### src/rtl/mux_scan_sequencer_if.sv
// Control, select and sample signals between the scan sequencer and its environment.
// No latency: plain wires grouped for port connection.
// No backpressure: all signals are level or single-cycle pulses.
interface mux_scan_sequencer_if;
  logic       start;
  logic       cont;
  logic       abort;
  logic       m;
  logic       s0;
  logic       s1;
  logic       busy;
  logic [2:0] sample;
  logic       sample_valid;

  // Environment side: drives control and the mux output, observes selects and results.
  modport master (
    output start, cont, abort, m,
    input  s0, s1, busy, sample, sample_valid
  );

  // Sequencer side.
  modport slave (
    input  start, cont, abort, m,
    output s0, s1, busy, sample, sample_valid
  );
endinterface

### src/rtl/mux_scan_sequencer.sv
// Steps the two-level mux through sources u, v, w, sampling m after each dwell and publishing a 3-bit word.
// Latency: 3*DWELL cycles from start sampled to sample_valid; back-to-back scans in continuous mode.
// No backpressure: sample_valid is a one-cycle pulse; abort drops the scan in progress without publishing.
module mux_scan_sequencer #(
  parameter int DWELL = 4
) (
  input  logic             clk,
  input  logic             rst_n,
  mux_scan_sequencer_if.slave bus
);

  localparam int CNT_W = (DWELL > 1) ? $clog2(DWELL) : 1;
  localparam logic [CNT_W-1:0] CNT_LAST = CNT_W'(DWELL - 1);

  typedef enum logic [1:0] {
    IDLE,
    SEL_U,
    SEL_V,
    SEL_W
  } state_t;

  state_t           state;
  logic [CNT_W-1:0] cnt;
  // Only u and v need staging; w is taken straight from m on the publish edge.
  logic [1:0]       stage;
  logic             dwell_done;

  assign dwell_done = (cnt == CNT_LAST);

  // Scan FSM with registered selects, busy and result; selects switch on the capture edge.
  always_ff @(posedge clk or negedge rst_n) begin
    if (!rst_n) begin
      state            <= IDLE;
      cnt              <= '0;
      stage            <= '0;
      bus.s0           <= 1'b0;
      bus.s1           <= 1'b0;
      bus.busy         <= 1'b0;
      bus.sample       <= 3'b000;
      bus.sample_valid <= 1'b0;
    end else begin
      bus.sample_valid <= 1'b0;
      if (bus.abort) begin
        state    <= IDLE;
        cnt      <= '0;
        stage    <= '0;
        bus.s0   <= 1'b0;
        bus.s1   <= 1'b0;
        bus.busy <= 1'b0;
      end else begin
        case (state)
          IDLE: begin
            if (bus.start) begin
              state    <= SEL_U;
              cnt      <= '0;
              bus.busy <= 1'b1;
              bus.s0   <= 1'b0;
              bus.s1   <= 1'b0;
            end
          end
          SEL_U: begin
            if (dwell_done) begin
              stage[0] <= bus.m;
              cnt      <= '0;
              state    <= SEL_V;
              bus.s0   <= 1'b1;
              bus.s1   <= 1'b0;
            end else begin
              cnt <= cnt + 1'b1;
            end
          end
          SEL_V: begin
            if (dwell_done) begin
              stage[1] <= bus.m;
              cnt      <= '0;
              state    <= SEL_W;
              bus.s0   <= 1'b0;
              bus.s1   <= 1'b1;
            end else begin
              cnt <= cnt + 1'b1;
            end
          end
          SEL_W: begin
            if (dwell_done) begin
              bus.sample       <= {bus.m, stage};
              bus.sample_valid <= 1'b1;
              cnt              <= '0;
              bus.s0           <= 1'b0;
              bus.s1           <= 1'b0;
              if (bus.cont) begin
                state <= SEL_U;
              end else begin
                state    <= IDLE;
                bus.busy <= 1'b0;
              end
            end else begin
              cnt <= cnt + 1'b1;
            end
          end
          default: begin
            state    <= IDLE;
            cnt      <= '0;
            bus.s0   <= 1'b0;
            bus.s1   <= 1'b0;
            bus.busy <= 1'b0;
          end
        endcase
      end
    end
  end

endmodule

### src/flat_wrapper.sv
// flat-port wrapper written by rule: the top's interface ports become plain ports
module mux_scan_sequencer_flat 
#(
  parameter int DWELL = 4
)
  (clk, rst_n, bus_start, bus_cont, bus_abort, bus_m, bus_s0, bus_s1, bus_busy, bus_sample, bus_sample_valid);
  mux_scan_sequencer_if bus_i ();
  input  logic clk;
  input  logic rst_n;
  input wire logic [$bits(bus_i.start)-1:0] bus_start;
  input wire logic [$bits(bus_i.cont)-1:0] bus_cont;
  input wire logic [$bits(bus_i.abort)-1:0] bus_abort;
  input wire logic [$bits(bus_i.m)-1:0] bus_m;
  output wire logic [$bits(bus_i.s0)-1:0] bus_s0;
  output wire logic [$bits(bus_i.s1)-1:0] bus_s1;
  output wire logic [$bits(bus_i.busy)-1:0] bus_busy;
  output wire logic [$bits(bus_i.sample)-1:0] bus_sample;
  output wire logic [$bits(bus_i.sample_valid)-1:0] bus_sample_valid;
  assign bus_i.start = bus_start;
  assign bus_i.cont = bus_cont;
  assign bus_i.abort = bus_abort;
  assign bus_i.m = bus_m;
  assign bus_s0 = bus_i.s0;
  assign bus_s1 = bus_i.s1;
  assign bus_busy = bus_i.busy;
  assign bus_sample = bus_i.sample;
  assign bus_sample_valid = bus_i.sample_valid;
  mux_scan_sequencer #(.DWELL(DWELL)) u_core (.clk(clk), .rst_n(rst_n), .bus(bus_i));
endmodule
### config.mk
export PLATFORM = sky130hd
export DESIGN_NAME = mux_scan_sequencer_flat
export DESIGN_NICKNAME = d
export VERILOG_FILES = /design/src/rtl/mux_scan_sequencer_if.sv /design/src/rtl/mux_scan_sequencer.sv /design/src/flat_wrapper.sv
export SDC_FILE = /design/constraint.sdc
export NUM_CORES = 1
export LEC_CHECK = 0
export BUFFER_PORTS_ARGS = -buffer_cell sky130_fd_sc_hd__buf_2
export CAP_MARGIN = 10
export CELL_PAD_IN_SITES_DETAIL_PLACEMENT = 0
export CELL_PAD_IN_SITES_GLOBAL_PLACEMENT = 1
export CORE_MARGIN = 4
export CORE_UTILIZATION = 43
export CTS_CLUSTER_SIZE = 24
export DETAILED_ROUTE_END_ITERATION = 7
export PLACE_DENSITY = 0.8
export SETUP_SLACK_MARGIN = 0.5
export SLEW_MARGIN = 40
export SYNTH_ARGS = -nofsm -noshare
export SYNTH_HDL_FRONTEND = slang
export SYNTH_SLANG_ARGS = --single-unit
### constraint.sdc
create_clock -name clk -period 4.5 [get_ports clk]
set_input_delay 0.9 -clock clk [delete_from_list [all_inputs] [get_ports clk]]
set_output_delay 0.9 -clock clk [all_outputs]
set_load 0.05 [all_outputs]
* After elaboration in Yosys (flattened, before gate mapping)
Index checks and enable logic that the tools add are counted.
** Storage, ports and cells
- Register bits :: 13
- Input port bits :: 6
- Output and inout port bits :: 7
** Cells by class
- $add $sub $neg :: 1
- Equal/unequal tests :: 11
- Multiplexer cells :: 30
- Bitwise gates (word level) :: 1
- Reduce and logical (&&, ||, !) cells :: 15
** Operators with widths (number)
- 2-bit 2-to-1 mux :: 9
- 1-bit 2-to-1 mux :: 16
- 3-bit by 2-bit inequality test with 1-bit output (second input constant) :: 3
- 3-bit AND reduction :: 3
- 2-bit case mux with 4 select lines :: 1
- 4-bit AND reduction :: 2
- 2-bit == test (second input constant) :: 3
- 3-bit by 1-bit inequality test with 1-bit output (second input constant) :: 2
- 3-bit inequality test (second input constant) :: 2
- 1-bit case mux with 3 select lines :: 2
- 2-bit nonzero test :: 3
- 2-bit case mux with 2 select lines :: 1
- 2-bit AND reduction :: 2
- 2-bit OR reduction :: 2
- 3-bit nonzero test :: 1
- 3-bit OR reduction :: 1
- 2-bit by 1-bit adder with 2-bit output (second input constant) :: 1
- 2-bit by 1-bit == test with 1-bit output (second input constant) :: 1
- 2-bit logical NOT :: 1
- 1-bit case mux with 2 select lines :: 1
- 1-bit inverter :: 1

* Longest topological paths before layout
- Word-level depth :: 4
- Depth in mapped cells :: 6

* Worst setup path after synthesis
OpenSTA, ideal clock, no wires.
- Path kind :: in2reg
- Start :: input port bus_start
- End :: register u_core.state[0]
- Setup time :: 104 ps
- Data arrival time :: 1568 ps
- Slack :: 2828 ps
- Cell stages on the path :: 4
- Buffers on the path :: 0
- Cell sequence :: nor2b_4 a21oi_4 or4b_1 o311ai_1
** Between the ends
- Longest elaborated chain between the ends :: 2
** Ends and longest elaborated chain
- from (decl) :: line flat_wrapper.sv:10 : input wire logic [$bits(bus_i.start)-1:0] bus_start;
- 3-bit inequality test (no source line)
- 4-bit AND reduction (no source line)
- to (signal assigned) :: line mux_scan_sequencer.sv:33 : state <= IDLE;
- to (signal assigned) :: line mux_scan_sequencer.sv:44 : state <= IDLE;
- to (signal assigned) :: line mux_scan_sequencer.sv:54 : state <= SEL_U;
- to (decl) :: line mux_scan_sequencer.sv:22 : state_t state;
Every way passes these cells.
A chain may end at the register's enable or synchronous reset.

* Worst setup path after layout
- Start :: register u_core.bus.busy
- End :: output port bus_busy
** RTL lines
- from (decl) :: line mux_scan_sequencer_if.sv:24 : output s0, s1, busy, sample, sample_valid
- from (signal assigned) :: line mux_scan_sequencer.sv:38 : bus.busy <= 1'b0;
- from (signal assigned) :: line mux_scan_sequencer.sv:49 : bus.busy <= 1'b0;
- from (signal assigned) :: line mux_scan_sequencer.sv:56 : bus.busy <= 1'b1;
- to (decl) :: line flat_wrapper.sv:16 : output wire logic [$bits(bus_i.busy)-1:0] bus_busy;
No word-level cell between the ends.

==> results.json <==
{
  "status": "finished clean",
  "clock-root-buffer": "clkbuf_4",
  "crit_buf_inv": 1,
  "top_usage_layer": "met2",
  "io_pins": 13,
  "yosys-top-cells-area": "dfrtp_1 (46%), ha_1 (11%), a21oi_1 (4.9%)",
  "grtUsageMet1_pct": 15.44,
  "synth_area_per_cell_sq_um": 9.992,
  "tritoncts": "built",
  "synthFlopType": "dfrtp_1",
  "maxCapViolCount": 0,
  "synthArstFlopShare_pct": 100.0,
  "cp_top_family": "flip-flops",
  "crit_fanout": 3,
  "layout_setup_ws_ns": 2.681,
  "hold_violations": 0,
  "die-area_sq_um": 2364,
  "preCtsSetupSlack_ns": 2.536,
  "fillCellCount": 155,
  "tns_ns": 0,
  "start_util_pct": 46.02,
  "grt_use_total_pct": 12.94,
  "hold_class": "in2async",
  "rows": 14,
  "ys_ff_latch": 13,
  "grt_pass1_wl_um": 2352,
  "synth_area_sq_um": 709.4,
  "antenna_cells": 0,
  "dp_hpwl_um": 977.6,
  "ant_nets": 0,
  "core_sq_um": 1541,
  "fin_crit_sh_pct": 40.43,
  "crit_chain": "buf_2",
  "critPathLaunchType": "flop",
  "drc_errors": 0,
  "p_leak_nw": 0.4092,
  "max_slew.worst_pin.slew_ns": 0.3759,
  "cts_resized": 0,
  "drt_pre_antenna_iters": 4,
  "die_w_um": 48.62,
  "overflow": 0,
  "cts_setup_buffers": 0,
  "path_class": "reg2out",
  "end_kind": "output pin",
  "fmax_ghz": 0.5497,
  "wl_um": 1393,
  "holdWs_ns": 0.4770,
  "cts_buffers": 3,
  "rr_worst_depth": 6,
  "wl_per_cell_um": 13.79,
  "drive_gt1_share_pct": 24.71,
  "ys_warn_count": 0,
  "rsz0062_at_grt": "no",
  "die-height_um": 48.62,
  "cts.path.max_buffers": 2,
  "use_met3_pct": 3.374,
  "dp_cells": 97,
  "grt_max_degree": 14,
  "ir_drop_uv": 270.8,
  "synthCells": 71,
  "required_ns": 3.60,
  "setup_viol": 0,
  "synth_top_cell_area_share_pct": 45.86,
  "slowest_stage": "dfrtp_1",
  "avgViaCountPerCell": 5.297,
  "cp.depth": 1,
  "htreeDepth": 1,
  "instances_no_fill": 101,
  "antenna_found_initial": 0,
  "power.density_nw_per_um2": 496.7,
  "insertion_delay_ns": 0.29,
  "use_met2_pct": 19.78,
  "synth_edf_count": 0,
  "total_power_uw": 399.6,
  "finalClockSkew_ns": 0.007901,
  "ys_seq_area_share_pct": 45.86,
  "areaGrowthSynthToFinish_pct": 13.40,
  "period_needed_ns": 1.819,
  "num_vias": 535,
  "finalMaxSlewViolations": 0,
  "cts.sinks": 13,
  "grt_pass1_vias": 537,
  "port_buffers": 12,
  "path_clk_slew_ns": 0.09,
  "cts_hold_buffers": 0,
  "drtIter0Drc": 8,
  "arrival_ns": 0.92,
  "ys_types": 23,
  "synth_area_leader_cell": "dfrtp_1",
  "syn_nets": 83,
  "slew_headroom_pct": 74.75,
  "place.gp.congestion": 0.8031,
  "critPathMaxStageDelay_ns": 0.36,
  "nets": 98
}
-- registers in the layout, summed over array words and instances, names as in the netlist --
name and flops:
u_core.bus.sample 3, u_core.cnt 2, u_core.stage 2, u_core.state 2
u_core.bus.busy 1, u_core.bus.s0 1, u_core.bus.s1 1, u_core.bus.sample_valid 1
-- Yosys cell counts (2+ instances only) --
cell / n
dfrtp_1: 13
nand2_1: 8
a21oi_1: 7
nor2_1: 7
ha_1: 6
inv_1: 5
nor3_1: 5
mux2_2: 3
nand3_1: 2
o21ai_0: 2
-- path summary, 6_finish.rpt --
path	start	endpoint	slack, ns
max in group asynchronous	rst_n	u_core.bus.sample[2]	3.79
max reg2reg	u_core.state[0]	u_core.state[0]	2.69
min reg2reg	u_core.bus.sample[0]	u_core.bus.sample[0]	0.51
min in group clk	u_core.bus.sample[0]	u_core.bus.sample[0]	0.51
max	u_core.bus.busy	bus_busy	2.68
min	rst_n	u_core.bus.busy	0.48
-- logic make-up after synthesis --
family                   Yosys count  synth area share (%)
adder cells (fa/ha/maj)            6                 10.58
flip-flops                        13                 45.86
AND/OR/NAND/NOR                   28                 20.99
buffers and inverters              7                 4.233
multiplexers                       4                 6.173
AO/OA/AOI/OAI                     13                 12.17
-- stage by stage --
step	util [%]	instance area, sq um
finish	52.19	804.5
global route	52.19	804.5
CTS	52.19	804.5
detailed placement	50.49	778.2
global placement	50.49	778.2
floorplan	-	709.4
-- power breakdown --
group	total [mW]	switching, mW	internal [mW]
Clock	0.0762	0.0417	0.0345
Combinational	0.174	0.102	0.0713
Sequential	0.150	0.0162	0.133
-- placed cells by master (no fill, tap or decap), drive strengths merged, types with 2 or more instances in the layout --
master,netlist,routed
nand2,8,8
a21oi,8,8
inv,5,5
ha,6,6
o311ai,2,2
o21ai,2,2
nand3,2,2
mux2,3,3
buf,1,12
dfrtp,13,13
nor2,7,7
clkbuf,1,4
nor3,5,5
-- routing by layer --
metal / part of all wire, % / vias to the layer above
li1: - / 271
met1: 47 / 251
met2: 46 / 8
met3: 4.1 / 5
met4: 3.3 / 0
met5: 0 / -
-- area by class of cell --
| class | count | area [sq um] | area share [%] |
|---|---|---|---|
| clock buffer | 4 | 26.28 | 3.266 |
| inverter | 5 | 18.77 | 2.333 |
| multi-input combinational | 51 | 354.1 | 44.01 |
| sequential | 13 | 325.3 | 40.44 |
| tap | 16 | 20.02 | 2.488 |
| timing repair buffer | 12 | 60.06 | 7.465 |
Note: power is estimated with default switching activity, not from simulation.
